==> config.mk <==
export PLATFORM = sky130hd
export DESIGN_NAME = miriscv_fetch_buffer
export DESIGN_NICKNAME = d
export VERILOG_FILES = /design/src/rtl/miriscv_pkg.sv /design/src/rtl/miriscv_sync_fifo.sv /design/src/rtl/miriscv_fetch_buffer.sv
export SDC_FILE = /design/constraint.sdc
export NUM_CORES = 1
export LEC_CHECK = 0
export BUFFER_PORTS_ARGS = -buffer_cell sky130_fd_sc_hd__buf_2
export CORE_MARGIN = 5
export CORE_UTILIZATION = 50
export CTS_CLUSTER_SIZE = 28
export DETAILED_ROUTE_END_ITERATION = 8
export PLACE_DENSITY = 0.75
export SETUP_SLACK_MARGIN = 0.3
export SKIP_LAST_GASP = 1
export SYNTH_ARGS = -nofsm -noshare
export SYNTH_HDL_FRONTEND = slang
export SYNTH_SLANG_ARGS = --single-unit
export TNS_END_PERCENT = 100
==> constraint.sdc <==
create_clock -name clk_i -period 5.2 [get_ports clk_i]
set_clock_uncertainty 0.05 [all_clocks]
set_input_delay 1.04 -clock clk_i [delete_from_list [all_inputs] [get_ports clk_i]]
set_output_delay 1.04 -clock clk_i [all_outputs]
set_load 0.005 [all_outputs]
==> src/rtl/miriscv_pkg.sv <==
// Core-wide widths and shared types for the miriscv pipeline.
// Holds the fetch-buffer entry layout so decode can reuse it.
package miriscv_pkg;

   localparam int unsigned XLEN            = 32;
   localparam int unsigned ILEN            = 32;
   localparam int unsigned FETCH_BUF_DEPTH = 4;

   typedef struct packed {
      logic [ILEN-1:0] instr;
      logic [XLEN-1:0] pc;
      logic [XLEN-1:0] pc_next;
   } fetch_entry_t;

   localparam int unsigned FETCH_ENTRY_W = $bits(fetch_entry_t);

endpackage

==> src/rtl/miriscv_sync_fifo.sv <==
// Generic synchronous FIFO: register storage, wrapping pointers, occupancy count.
// The caller qualifies push/pop; clear_i empties it on the next edge.
module miriscv_sync_fifo #(
   parameter  int unsigned DEPTH = 4,
   parameter  int unsigned WIDTH = 32,
   localparam int unsigned PTR_W = $clog2(DEPTH),
   localparam int unsigned CNT_W = $clog2(DEPTH + 1)
) (
   input  logic             clk_i,
   input  logic             arst_i,
   input  logic             clear_i,
   input  logic             push_i,
   input  logic             pop_i,
   input  logic [WIDTH-1:0] wdata_i,
   output logic [WIDTH-1:0] rdata_o,
   output logic [CNT_W-1:0] count_o,
   output logic             empty_o,
   output logic             full_o
);

   logic [WIDTH-1:0] mem [DEPTH];
   logic [PTR_W-1:0] wr_ptr;
   logic [PTR_W-1:0] rd_ptr;
   logic [CNT_W-1:0] count;
   logic [CNT_W-1:0] count_next;

   // Occupancy: simultaneous push and pop leave the count unchanged.
   always_comb begin
      count_next = count;
      if (clear_i) begin
         count_next = '0;
      end else if (push_i && !pop_i) begin
         count_next = count + CNT_W'(1);
      end else if (pop_i && !push_i) begin
         count_next = count - CNT_W'(1);
      end
   end

   always_ff @(posedge clk_i or posedge arst_i) begin
      if (arst_i) begin
         wr_ptr <= '0;
         rd_ptr <= '0;
         count  <= '0;
      end else if (clear_i) begin
         wr_ptr <= '0;
         rd_ptr <= '0;
         count  <= '0;
      end else begin
         if (push_i) wr_ptr <= wr_ptr + PTR_W'(1);
         if (pop_i)  rd_ptr <= rd_ptr + PTR_W'(1);
         count <= count_next;
      end
   end

   // Storage needs no reset: an entry is only read after it has been written.
   always_ff @(posedge clk_i) begin
      if (push_i && !clear_i) begin
         mem[wr_ptr] <= wdata_i;
      end
   end

   assign empty_o = (count == '0);
   assign full_o  = (count == CNT_W'(DEPTH));
   assign count_o = count;
   assign rdata_o = empty_o ? '0 : mem[rd_ptr];

   a_no_pop_empty : assert property (@(posedge clk_i) disable iff (arst_i)
      !(pop_i && empty_o && !clear_i));
   a_no_push_full : assert property (@(posedge clk_i) disable iff (arst_i)
      !(push_i && full_o && !pop_i && !clear_i));

endmodule

==> src/rtl/miriscv_fetch_buffer.sv <==
// Fetch-to-decode instruction queue with early backpressure toward fetch,
// redirect flush and a dropped-push overflow indicator.
module miriscv_fetch_buffer
   import miriscv_pkg::*;
#(
   parameter int unsigned DEPTH = FETCH_BUF_DEPTH
) (
   input  logic            clk_i,
   input  logic            arst_i,
   input  logic            fetch_rvalid_i,
   input  logic [ILEN-1:0] fetch_instr_i,
   input  logic [XLEN-1:0] fetch_pc_i,
   input  logic [XLEN-1:0] fetch_pc_next_i,
   input  logic            flush_i,
   output logic            buf_stall_o,
   output logic            dec_valid_o,
   input  logic            dec_ready_i,
   output logic [ILEN-1:0] dec_instr_o,
   output logic [XLEN-1:0] dec_pc_o,
   output logic [XLEN-1:0] dec_pc_next_o,
   output logic            overflow_o
);

   localparam int unsigned CNT_W = $clog2(DEPTH + 1);

   fetch_entry_t     wr_entry;
   fetch_entry_t     rd_entry;
   logic [CNT_W-1:0] count;
   logic [CNT_W-1:0] count_next;
   logic             fifo_empty;
   logic             fifo_full;
   logic             push;
   logic             pop;
   logic             drop;
   logic             stall_q;
   logic             overflow_q;

   always_comb begin
      wr_entry         = '0;
      wr_entry.instr   = fetch_instr_i;
      wr_entry.pc      = fetch_pc_i;
      wr_entry.pc_next = fetch_pc_next_i;
   end

   // Flush masks both sides; a full buffer only takes a push if it also pops.
   assign dec_valid_o = !fifo_empty && !flush_i;
   assign pop         = dec_valid_o && dec_ready_i;
   assign push        = fetch_rvalid_i && !flush_i && (!fifo_full || pop);
   assign drop        = fetch_rvalid_i && !flush_i && fifo_full && !pop;

   miriscv_sync_fifo #(
      .DEPTH (DEPTH),
      .WIDTH (FETCH_ENTRY_W)
   ) u_fifo (
      .clk_i   (clk_i),
      .arst_i  (arst_i),
      .clear_i (flush_i),
      .push_i  (push),
      .pop_i   (pop),
      .wdata_i (wr_entry),
      .rdata_o (rd_entry),
      .count_o (count),
      .empty_o (fifo_empty),
      .full_o  (fifo_full)
   );

   always_comb begin
      count_next = count;
      if (flush_i) begin
         count_next = '0;
      end else if (push && !pop) begin
         count_next = count + CNT_W'(1);
      end else if (pop && !push) begin
         count_next = count - CNT_W'(1);
      end
   end

   // Stall one entry early so the response to an in-flight request still fits.
   always_ff @(posedge clk_i or posedge arst_i) begin
      if (arst_i) begin
         stall_q    <= 1'b0;
         overflow_q <= 1'b0;
      end else begin
         stall_q    <= (count_next >= CNT_W'(DEPTH - 1));
         overflow_q <= drop;
      end
   end

   assign buf_stall_o   = stall_q;
   assign overflow_o    = overflow_q;
   assign dec_instr_o   = rd_entry.instr;
   assign dec_pc_o      = rd_entry.pc;
   assign dec_pc_next_o = rd_entry.pc_next;

endmodule
==> run summary <==
Global placer's final weighted congestion: 0.7284. Summed over all failing endpoints, the final setup total negative slack is 0 ps. met2 is the most crowded layer.

The tools report the quantity of hold-fixing buffers added after cts as 0. Together, buffers and inverters on the worst path number 2. The die boundary width is 184.0 um, and the clock net sink count is 393. Master of the slowest instance on the critical path: sky130_fd_sc_hd__dfrtp_4. The tightest min-delay check is of the input port to async pin type. The type of the setup path with the least slack was flop to output pin. In the final routed layout, each cell accounts on average for 22.12 um.

The logs give 0 for the number of gates given a new drive strength after cts and 792 for the number of nets in the synthesized netlist. The tool flagged a number of max-cap violations equal to 0. The core region is 0.02980 mm^2. Of all nets on the critical path, the largest fanout is 54. The logs give 5 for the number of iterations in the first detailed-routing pass and 0 for the number of hold-slack violations in the final timing report. The tools report the number of buffers inserted during clock tree synthesis as 40.

The placed instance count is 1244, and the clock latency on the worst-skew pair is 520 ps. The worst setup path is captured at an output pin. For the pin with the worst max-slew slack, the measured transition is 1028 ps. The post-synthesis area per instance works out to 22.14 um^2. The tools report the largest net degree at the start of global routing as 101. Leading register cell type out of synthesis: sky130_fd_sc_hd__edfxtp_1. Synthesis instantiated 34 different standard cells from the library. The number of buffers on the longest clock path was 3. STA puts the critical path data required time at 4110 ps. Fraction of met1 tracks used by global routing: 24.27%.

The analysis attributes to cell leakage a power of 6.106 nW. Global routing used 28.25% of the available met2 tracks. In this run, synthesis produced a sequential element count of 393. Counting every instance in the synthesized netlist gives 684. The number of enable-type register cells in the synthesized netlist works out to 384.

The remaining antenna violation count is 0, and the number of design rule violations left after detail routing is 0. In this run the count of I/O pins placed on the die edge is 200. Cells fill 59.61% of the core in the end. The floorplan step set the die height to 184.0 um.

The final cycle utilization of the critical path came out at 70.18%. CTS placed an instance of sky130_fd_sc_hd__clkbuf_16 at the clock tree root. Row generation in the floorplan step produced 63 rows.

Global routing used 17.28% of the available tracks across all layers. The async set-or-reset flop fraction in the synthesized netlist came out at 2.290%. The biggest cell delay along the critical path is 860 ps, and the final net count is 1004.

The logs give 2560 ps for the data arrival time of the critical path and 0 for the final max-slew violation count. The gate family responsible for the most delay along the worst path was flip-flops. Setup violations remaining at the end of the flow were counted as 0. The number of antenna violations at the first check in global routing came out at 9. Buffers placed on the I/O ports in this run total 199.

For this configuration, the core starts out at a cell density of 50.82%. The H-tree generated during clock tree synthesis spans 2 levels. Walking the worst path, the cells encountered are buf_12, mux4_2, and2_1, buf_2. IR analysis of the VDD net gives a maximum drop of 0.3542 mV. The run gives 44.78 mm as the first-pass GRT wire length. The shortest clock period the worst path allows after layout is 3649 ps, and the total half-perimeter wirelength after legalization and detailed placement is 17.60 mm. Setup repair after global routing left no endpoint under its margin. TritonCTS built the clock tree.

For this block, the via count after detailed routing is 7202. Buffers added to address setup during post-CTS repair amount to 0. Clock slew seen by the registers of the worst setup and hold paths: 60 ps. The tools report the full die area as 0.03387 mm^2.

The part of the Yosys area used for sequential elements was 77.64%. Compared with the post-synthesis result, the final layout area differs by 17.29%. The share of cells above drive strength 1 is 39.80%, and the post-synthesis instance area is 0.01514 mm^2.

Leaving out fill and tap cells, the most frequent cell in the layout is sky130_fd_sc_hd__edfxtp_1. The routed design has 29.09 mm of wire. The library cells used most frequently in the layout, excluding fill and tap cells, are sky130_fd_sc_hd__edfxtp_1, sky130_fd_sc_hd__buf_2, sky130_fd_sc_hd__mux4_2, sky130_fd_sc_hd__and2_1, sky130_fd_sc_hd__clkbuf_16. In this run the tightest slew margin relative to its limit is 31.43%.

The run finished with clean final reports. Global routing finished with a remaining overflow of 0. The number of global-route vias before repair came out at 7665. Type of element launching the critical path: a flop. After filler insertion, the fill cell instance count of the layout stands at 2155. The sum of internal, switching and leakage power is 7.913 mW, and the number of warnings printed during yosys synthesis is 0. The ratio of routed vias to standard cells is 5.477.

For the routing usage on met3, the log shows 4.036%. Based on the critical path, the design can be clocked at up to 0.2740 GHz. The tools report the non-filler instance count after layout as 1315.

The areal power density over the cells was 445.5 mW/mm^2; the initial DRC count was 547. The worst register-to-register path has a setup slack of 2180 ps.
[cell usage after synthesis (2+ instances only)]
| cell | n | area share, % |
|---|---|---|
| sky130_fd_sc_hd__nand2_1 | 3 | 0.074 |
| sky130_fd_sc_hd__a21o_1 | 2 | 0.099 |
| sky130_fd_sc_hd__dfrtp_1 | 9 | 1.5 |
| sky130_fd_sc_hd__nor2_1 | 10 | 0.25 |
| sky130_fd_sc_hd__xnor2_1 | 3 | 0.17 |
| sky130_fd_sc_hd__ha_1 | 7 | 0.58 |
| sky130_fd_sc_hd__mux4_2 | 96 | 14 |
| sky130_fd_sc_hd__a31oi_1 | 2 | 0.083 |
| sky130_fd_sc_hd__clkbuf_1 | 15 | 0.37 |
| sky130_fd_sc_hd__xor2_1 | 2 | 0.12 |
| sky130_fd_sc_hd__inv_1 | 7 | 0.17 |
| sky130_fd_sc_hd__nand2b_1 | 3 | 0.12 |
| sky130_fd_sc_hd__buf_8 | 2 | 0.20 |
| sky130_fd_sc_hd__buf_2 | 17 | 0.56 |
| sky130_fd_sc_hd__buf_6 | 2 | 0.15 |
| sky130_fd_sc_hd__edfxtp_1 | 384 | 76 |
| sky130_fd_sc_hd__nor4bb_1 | 2 | 0.13 |
| sky130_fd_sc_hd__a211oi_1 | 2 | 0.099 |
| sky130_fd_sc_hd__and2_1 | 100 | 4.1 |
| sky130_fd_sc_hd__nor2b_1 | 2 | 0.083 |
[sequential cells by signal (all words and copies together) (netlist names)]
register,flops
u_fifo.mem,384
u_fifo.count_o,3
u_fifo.rd_ptr,2
u_fifo.wr_ptr,2
buf_stall_o,1
overflow_o,1
[worst paths after layout]
kind                                         startpoint  cells past startpoint                           end
setup / recovery           u_fifo.rd_ptr[1]$_DFFE_PP0P_                      4                  dec_pc_o[23]
hold / removal                                   arst_i                      2   u_fifo.count_o[2]$_DFF_PP0_
setup reg to reg            u_fifo.count_o[0]$_DFF_PP0_                      7   u_fifo.mem[3][62]$_DFFE_PP_
hold reg to reg             u_fifo.count_o[0]$_DFF_PP0_                      2   u_fifo.count_o[0]$_DFF_PP0_
max in group asynchronous                        arst_i                      2  u_fifo.rd_ptr[0]$_DFFE_PP0P_
min in group clk_i          u_fifo.count_o[0]$_DFF_PP0_                      2   u_fifo.count_o[0]$_DFF_PP0_
[metrics by stage]
step	setup WS (ps)	hold slack (ps)	area, um^2
detailed placement	1795	554.2	16560
global placement	1837	539.9	16560
CTS	1463	422.5	17750
floorplan	942.1	507.8	15140
global route	1352	433.9	17750
finish	1551	432.5	17760
[layout make-up]
cell class	instances	area (um^2)	share of cell area [%]
Inverter	7	26.28	0.1479
Clock inverter	22	167.7	0.9440
Timing Repair Buffer	207	1106	6.228
Tap cell	390	488.0	2.747
Sequential cell	393	11760	66.23
Multi-Input combinational cell	247	3178	17.89
Antenna cell	3	7.507	0.04227
Clock buffer	46	1023	5.763
[logic make-up (layout without fill, tap and decap cells)]
group           count (synthesis)  after routing  share of synthesized area, %
buf+inv                        44            282                         1.487
fa+ha+maj                       7              7                        0.5784
mux                            97             97                         14.35
flops                         393            393                         77.64
simple gates                  125            125                         5.007
other cells                     0              3                             0
xor+xnor                        5              5                        0.2893
compound gates                 13             13                        0.6445
[power breakdown]
group | total [mW] | internal, mW | leakage, nW | switching, mW
Clock | 2.61 | 1.51 | 0.596 | 1.10
Sequential | 3.68 | 3.63 | 3.61 | 0.0530
Combinational | 1.62 | 0.832 | 1.91 | 0.792
Total | 7.91 | 5.96 | 6.11 | 1.95
[layer usage]
layer | up-vias | wire length [um]
li1 | 3201 | -
met1 | 3690 | 12100
met2 | 255 | 14370
met3 | 48 | 2124
met4 | 8 | 435
met5 | - | 54
Note: power is estimated with default switching activity, not from simulation.
